--- src/rtl/compare_search_pkg.sv ---
// Shared types and helpers for the compare-search block.
// The search walks an offset-binary code; probe_map turns that code into
// the value driven on the comparator (flip the MSB for two's complement).
package compare_search_pkg;

  // Widest operand probe_map can handle; operands are left-aligned into it.
  localparam int MAX_BITS = 64;

  typedef enum logic [1:0] {
    IDLE   = 2'd0,
    SEARCH = 2'd1,
    DONE   = 2'd2
  } state_t;

  // u is left-aligned, so the operand MSB is always bit MAX_BITS-1.
  function automatic logic [MAX_BITS-1:0] probe_map(input logic [MAX_BITS-1:0] u,
                                                     input logic twosComplement);
    probe_map = u;
    if (twosComplement) probe_map[MAX_BITS-1] = ~u[MAX_BITS-1];
  endfunction

endpackage

--- src/rtl/compare_search_probe_map.sv ---
// Combinational offset-code to probe-value mapping, reusable by any
// bisection block that has to present ordered values to a comparator.
module compare_search_probe_map
  import compare_search_pkg::*;
#(
  parameter int nrOfBits       = 8,
  parameter bit twosComplement = 1'b1
) (
  input  logic [nrOfBits-1:0] u,
  output logic [nrOfBits-1:0] probe
);

  logic [MAX_BITS-1:0] u_wide;
  logic [MAX_BITS-1:0] probe_wide;

  assign u_wide     = MAX_BITS'(u) << (MAX_BITS - nrOfBits);
  assign probe_wide = probe_map(u_wide, twosComplement);
  assign probe      = probe_wide[MAX_BITS-1 -: nrOfBits];

  // Low padding bits carry no information once the operand is sliced back out.
  generate
    if (nrOfBits < MAX_BITS) begin : g_pad
      logic unused_pad;
      assign unused_pad = ^probe_wide[MAX_BITS-nrOfBits-1:0];
    end
  endgenerate

endmodule

--- src/rtl/compare_search_sequencer.sv ---
// Successive-approximation search driving an external comparator's dataA.
// One probe per cycle; flags from the combinational comparator are sampled
// on the edge ending the cycle the probe is shown.
// Optional feature: define COMPARE_SEARCH_EARLY_EXIT_EN to stop as soon as
// the comparator reports equality.
module compare_search_sequencer
  import compare_search_pkg::*;
#(
  parameter int nrOfBits       = 8,
  parameter int twosComplement = 1
) (
  input  logic                          clock,
  input  logic                          reset,
  input  logic                          start,
  input  logic                          aEqualsB,
  input  logic                          aGreaterThanB,
  input  logic                          aLessThanB,
  output logic [nrOfBits-1:0]           dataA,
  output logic                          busy,
  output logic                          done,
  output logic [nrOfBits-1:0]           result,
  output logic                          error,
  output logic [$clog2(nrOfBits+1)-1:0] probeCount
);

  localparam int IW = (nrOfBits > 1) ? $clog2(nrOfBits) : 1;
  localparam int CW = $clog2(nrOfBits + 1);
  localparam logic [nrOfBits-1:0] TOP_U    = nrOfBits'(1) << (nrOfBits - 1);
  localparam logic [IW-1:0]       LAST_IDX = IW'(nrOfBits - 1);

  state_t              state, state_nxt;
  logic [nrOfBits-1:0] u, u_nxt;
  logic [IW-1:0]       idx, idx_nxt;
  logic [IW-1:0]       idx_dec;
  logic [nrOfBits-1:0] data_nxt, result_nxt;
  logic                error_nxt;
  logic [CW-1:0]       count_nxt;
  logic                flags_ok;
  logic [nrOfBits-1:0] u_clr, u_set, u_probe;
  logic [nrOfBits-1:0] probe_next, probe_final;

  assign busy     = (state == SEARCH);
  assign done     = (state == DONE);
  assign flags_ok = $onehot({aEqualsB, aGreaterThanB, aLessThanB});
  assign idx_dec  = idx - IW'(1);

  // Resolve the current bit, then pre-set the next one as the new trial bit.
  always_comb begin
    u_clr = u;
    if (aGreaterThanB) u_clr[idx] = 1'b0;
    u_set = u_clr;
    if (idx != '0) u_set[idx_dec] = 1'b1;
  end

  assign u_probe = (state == IDLE) ? TOP_U : u_set;

  compare_search_probe_map #(
    .nrOfBits       (nrOfBits),
    .twosComplement (twosComplement != 0)
  ) u_map_next (
    .u     (u_probe),
    .probe (probe_next)
  );

  compare_search_probe_map #(
    .nrOfBits       (nrOfBits),
    .twosComplement (twosComplement != 0)
  ) u_map_final (
    .u     (u_clr),
    .probe (probe_final)
  );

  // Next-state and datapath updates; everything holds unless the state acts.
  always_comb begin
    state_nxt  = state;
    u_nxt      = u;
    idx_nxt    = idx;
    data_nxt   = dataA;
    result_nxt = result;
    error_nxt  = error;
    count_nxt  = probeCount;
    case (state)
      IDLE: begin
        if (start) begin
          state_nxt  = SEARCH;
          u_nxt      = TOP_U;
          idx_nxt    = LAST_IDX;
          data_nxt   = probe_next;
          result_nxt = '0;
          error_nxt  = 1'b0;
          count_nxt  = '0;
        end
      end
      SEARCH: begin
        count_nxt = probeCount + CW'(1);
        if (!flags_ok) begin
          error_nxt  = 1'b1;
          result_nxt = '0;
          state_nxt  = DONE;
        end
`ifdef COMPARE_SEARCH_EARLY_EXIT_EN
        else if (aEqualsB) begin
          result_nxt = dataA;
          state_nxt  = DONE;
        end
`endif
        else if (idx == '0) begin
          u_nxt      = u_clr;
          result_nxt = probe_final;
          state_nxt  = DONE;
        end else begin
          idx_nxt  = idx_dec;
          u_nxt    = u_set;
          data_nxt = probe_next;
        end
      end
      DONE:    state_nxt = IDLE;
      default: state_nxt = IDLE;
    endcase
  end

  // State and datapath registers with synchronous reset.
  always_ff @(posedge clock) begin
    if (reset) begin
      state      <= IDLE;
      u          <= '0;
      idx        <= '0;
      dataA      <= '0;
      result     <= '0;
      error      <= 1'b0;
      probeCount <= '0;
    end else begin
      state      <= state_nxt;
      u          <= u_nxt;
      idx        <= idx_nxt;
      dataA      <= data_nxt;
      result     <= result_nxt;
      error      <= error_nxt;
      probeCount <= count_nxt;
    end
  end

endmodule

--- config.mk ---
export PLATFORM = sky130hd
export DESIGN_NAME = compare_search_sequencer
export DESIGN_NICKNAME = d
export VERILOG_FILES = /design/src/rtl/compare_search_pkg.sv /design/src/rtl/compare_search_probe_map.sv /design/src/rtl/compare_search_sequencer.sv
export SDC_FILE = /design/constraint.sdc
export NUM_CORES = 1
export LEC_CHECK = 0
export ABC_AREA = 1
export BUFFER_PORTS_ARGS = -buffer_cell sky130_fd_sc_hd__buf_2
export CAP_MARGIN = 20
export CORE_MARGIN = 2
export CORE_UTILIZATION = 53
export CTS_BUF_LIST = sky130_fd_sc_hd__clkbuf_8 sky130_fd_sc_hd__clkbuf_16
export DETAILED_ROUTE_END_ITERATION = 16
export PLACE_DENSITY = 0.76
export SETUP_SLACK_MARGIN = 0.02
export SYNTH_ARGS = -nofsm -noshare
export SYNTH_HDL_FRONTEND = slang
export SYNTH_HIERARCHICAL = 1
export SYNTH_SLANG_ARGS = --single-unit
export TNS_END_PERCENT = 10
--- constraint.sdc ---
create_clock -name clock -period 4.2 [get_ports clock]
set_input_delay 0.63 -clock clock [delete_from_list [all_inputs] [get_ports clock]]
set_output_delay 0.63 -clock clock [all_outputs]
set_load 0.005 [all_outputs]
Word-level counts from Yosys, hierarchy flattened
Cells that the tools add are included.

storage, ports and cells
  flip-flop bits (word level) = 34
  word-level logic and storage cells = 72
  output and inout port bits = 23

operators by class
  eq/ne operators = 8
  bitwise logic cells = 5
  reduce and logical (&&, ||, !) cells = 12
  muxes and demuxes = 32
  add/subtract/negate cells = 4
  magnitude comparators = 4

operator list
  operator                                                            count
  2-to-1 mux 8 bit                                                    12
  one-hot mux 8 bit (2 select lines)                                  3
  2-to-1 mux 3 bit                                                    3
  AND reduction 3 bit                                                 3
  bitwise AND 8 bit                                                   1
  less-than comparator 3 x 4 -> 1 bit (second input constant)         2
  NOT 8 bit                                                           1
  OR 8 bit                                                            1
  one-hot mux 4 bit (2 select lines)                                  1
  demux 1 bit (select 3 bit)                                          2
  greater-or-equal comparator 3 x 1 -> 1 bit (second input constant)  2
  2-to-1 mux 2 bit                                                    3
  inequality test 2 bit (second input constant)                       3
  one-hot mux 3 bit (2 select lines)                                  1
  adder 4 x 1 -> 4 bit (second input constant)                        1
  equality test 2 x 1 -> 1 bit (second input constant)                2
  2-to-1 mux 1 bit                                                    4
  2-to-1 mux 4 bit                                                    1
  one-hot mux 2 bit (2 select lines)                                  1
  AND reduction 2 bit                                                 2
  AND reduction 4 bit                                                 1
  zero test 3 bit                                                     1
  inequality test 3 x 2 -> 1 bit (second input constant)              1
  nonzero test 3 bit                                                  1
  other kinds (10)                                                    12

Depth between registers and ports, before layout
  depth in word-level cells = 14
  mapped depth = 11

Modules after synthesis
Netlist, hierarchy kept.

modules (own cells, without submodules)
  module                    cells an instance  area an instance (um^2)  instances
  compare_search_sequencer  241                1,655.3                  1
  compare_search_probe_map  8                  56.3                     2

Least setup slack after synthesis
No wires, ideal clock.

  path type = input-to-reg
  start = in aEqualsB
  end = reg dataA[0]
  setup slack = 2.165 ns
  data required time = 4.084 ns
  cell stages on the path = 9
  path buffers = 1
  setup time = 0.116 ns
  arrival time = 1.919 ns
  path through = fa_1 -> nand2_1 -> nor2_8 -> nand2_4 -> nand2_4 -> inv_2 -> buf_6 -> nor2_1 -> nor2_1

between the ends
  longest elaborated chain between the ends = 4

RTL lines
  item                                             RTL line                         source
  from (decl)                                      compare_search_sequencer.sv:15   input logic aEqualsB,
  adder 2 x 1 -> 2 bit (not written as such)       compare_search_sequencer.sv:44   assign flags_ok = $onehot({aEqualsB, aGreaterThanB, aLessThanB});
  equality test 2 x 1 -> 1 bit                     compare_search_sequencer.sv:44
  inequality test 2 x 1 -> 1 bit (no source line)  n/a
  AND reduction 4 bit (no source line)             n/a
  to (signal assigned)                             compare_search_sequencer.sv:136  dataA <= data_nxt;
  to (decl)                                        compare_search_sequencer.sv:18   output logic [nrOfBits-1:0] dataA,

No other way between the ends.
A chain may end at the register's enable or synchronous reset.

Worst setup path in the final report
  start = in aEqualsB
  end = reg dataA[6]

Same word-level chain as after synthesis.

==> metrics <==
status=finished clean; Initial DRT Pass Iterations=5; Root Driver=clkbuf_8; Routed Wire Length=3710 um; Synthesized Nets=267; sw frac=29.2%; DR WL/cell=11.7 um; # hold bufs at CTS=0; Synth Area per Inst=6.88 sq um; top cell type's share of synthesized area=38.5%; Num CTS Buffers=5; Worst-path clk slew=0.07 ns; Power Density=411 nW/um^2; Filler Cell Count=316; Longest Clk Path Bufs=2; CTS tree=done; DRC violations left=0; type of the most critical hold path=register to register; num rows=20; sw power=0.000231 W; Final Net Count=282; setup violators final=0; unrepaired setup endpoints after global routing=false; Total Power=0.000792 W; max_cap viols=0; routability cong.=0.922; Post CTS Setup Buffer Count=0; Clock Latency Late Sink=0.29 ns; LEAKAGE=1.02 nW; Starting Density=57.0%; ANT cells=0; Final period util=48.0%; Slew Limit Fails=0; IO Pins=29; Crit Path Max Fanout=17; Crit-path slowest cell=fa_1; cells on worst reg2reg path=7; Slew HR=63.1%; part of the power in registers=45.4%; H-tree depth=2; crit-path max cell delay=0.54 ns; # resized after CTS=0; Routed Antenna Nets=0; crit-path cells=buf_2 > fa_1 > nand2_1 > nor2_8 > nand2_4 > nand2_4 > inv_2 > nor2_1 > nor2_1; most used flip-flop cell after synthesis=dfxtp_1; vias in the first global route=1367; Worst IR Drop VDD=0.225 mV; Initial DRC Count=67; Crit. End Element=register; Mapped Area=1770 sq um; Total Routing Usage GR=22.2%; EDFF count, synth=0; P_int=0.000561 W; Distinct cells, synth=21; Synthesis Warnings=6; routed vias=1559; Max Fclk=0.496 GHz; CTS sink cnt=34; Die H=61.8 um; asr flop ratio synth=0%; post-DP HPWL=2820 um; combinational power share=19.1%; setup tns final=0 ns; CP Class=input port to register; Clk pwr share=35.6%; layout cells sized above 1=17.2%; crit path time final=2.02 ns; die span in x=61.8 um; skew final=0.00440 ns; largest net degree at the start of global routing=22; crit-path leading delay family=simple AND/OR/NAND/NOR gates; Final Hold Fails=0; PortBufs=28; CP bufs+invs=2; Worst Hold Depth=2; Layout area overhead=9.06%; dominant cell type by area after synthesis=dfxtp_1; WP depth=9; post-synthesis sequential area ratio=38.5%; flip-flop and latch count after synthesis=34; Worst EP required=4.39 ns; GR Overflow Total=0; core area=3100 sq um; initial antenna violation count=0; first-pass GRT wire length=5980 um; Vias/cell=4.92; Synth area leaders=dfxtp_1, nand2_1, a21oi_1, nor2_1, o21ai_0; Startpoint Class=input port; cell count after synthesis=257; Worst-Margin Slew=0.552 ns; WP data arrival=2.20 ns; die area=3810 sq um
flip-flops by register name, summed over array words and instances (netlist names):
name / count
error: 1
result: 8
state: 2
idx: 3
u: 8
probeCount: 4
dataA: 8
final timing paths:
check | to | start | slack, ns
setup / recovery | dataA[6]$_SDFFE_PP0P_ | aEqualsB | 2.18
hold / removal | u[4]$_SDFFE_PP0P_ | u[4]$_SDFFE_PP0P_ | 0.47
setup reg to reg | dataA[1]$_SDFFE_PP0P_ | idx[0]$_SDFFE_PP0P_ | 2.59
hold reg to reg | u[4]$_SDFFE_PP0P_ | u[4]$_SDFFE_PP0P_ | 0.47
through the flow:
step	instance area (sq um)	hold slack, ns	setup WS (ns)	std cells	utilization, %
6_report	1930	0.467	2.18	317	62.1
5_1_grt	1930	0.494	2.06	317	62.1
4_1_cts	1930	0.467	2.17	317	62.1
3_5_place_dp	1820	0.458	1.86	309	58.6
3_3_place_gp	1820	0.455	1.90	309	58.6
2_1_floorplan	1770	0.436	2.17	257	-
cell type report:
cell class                 count  area, sq um  share of cell area [%]
sequential                    34          681                    35.3
inverter                      27          101                    5.26
multi-input combinational    176          841                    43.6
timing repair buffer          28          140                    7.27
clock buffer                   8          110                    5.71
tap                           44         55.1                    2.86
cell usage after synthesis, types with 2 or more instances:
library cell,number
nand3_1,8
buf_2,2
buf_4,14
o21ai_0,22
clkbuf_1,2
dfxtp_1,34
a21oi_1,27
inv_1,25
nor2_1,36
inv_2,2
nand2_2,4
ha_1,3
buf_6,2
nand2_4,3
nand2_1,67
routing by layer:
metal  up-vias  share of wire, %  GRT usage [%]
li1        831                 -              -
met1       691                46           25.8
met2        30                47           36.5
met3         7               4.4           8.07
met4         0               1.8           9.73
met5         -                 0              0
worst min-delay path: cells and delay by family, from the launching register on:
family	cells	cell delay, ns
AND/OR/NAND/NOR	1	0.06
flip-flops	1	0.31
AO/OA/AOI/OAI	1	0.05
cells by family after synthesis:
kind of cell / count (synthesis) / synth area share (%)
DFF: 34 / 38.5
and+or+nand+nor: 121 / 29.5
AOI/OAI and AO/OA: 51 / 14.8
buffers and inverters: 47 / 13.9
adders and majority gates: 4 / 3.26
power by group through the flow:
stage | registers [W] | clock network (W) | logic [W]
after floorplan | 0.000367 | 0 | 0.000113
after global placement | 0.000366 | 0 | 0.000151
after detailed placement | 0.000366 | 0 | 0.000151
after CTS | 0.000359 | 0.000285 | 0.000152
after global routing | 0.000362 | 0.000304 | 0.000172
final | 0.000359 | 0.000282 | 0.000151
layout by cell type (no fill, tap or decap), types with 2 or more instances in the layout:
master,n
nand2_1,67
buf_2,28
clkbuf_8,8
inv_1,25
nand2_4,3
a21oi_1,27
nand3_1,8
dfxtp_1,34
inv_2,2
o21ai_0,22
nand2_2,4
nor2_1,36
ha_1,3
No activity file was read; power rests on OpenSTA's default activity.
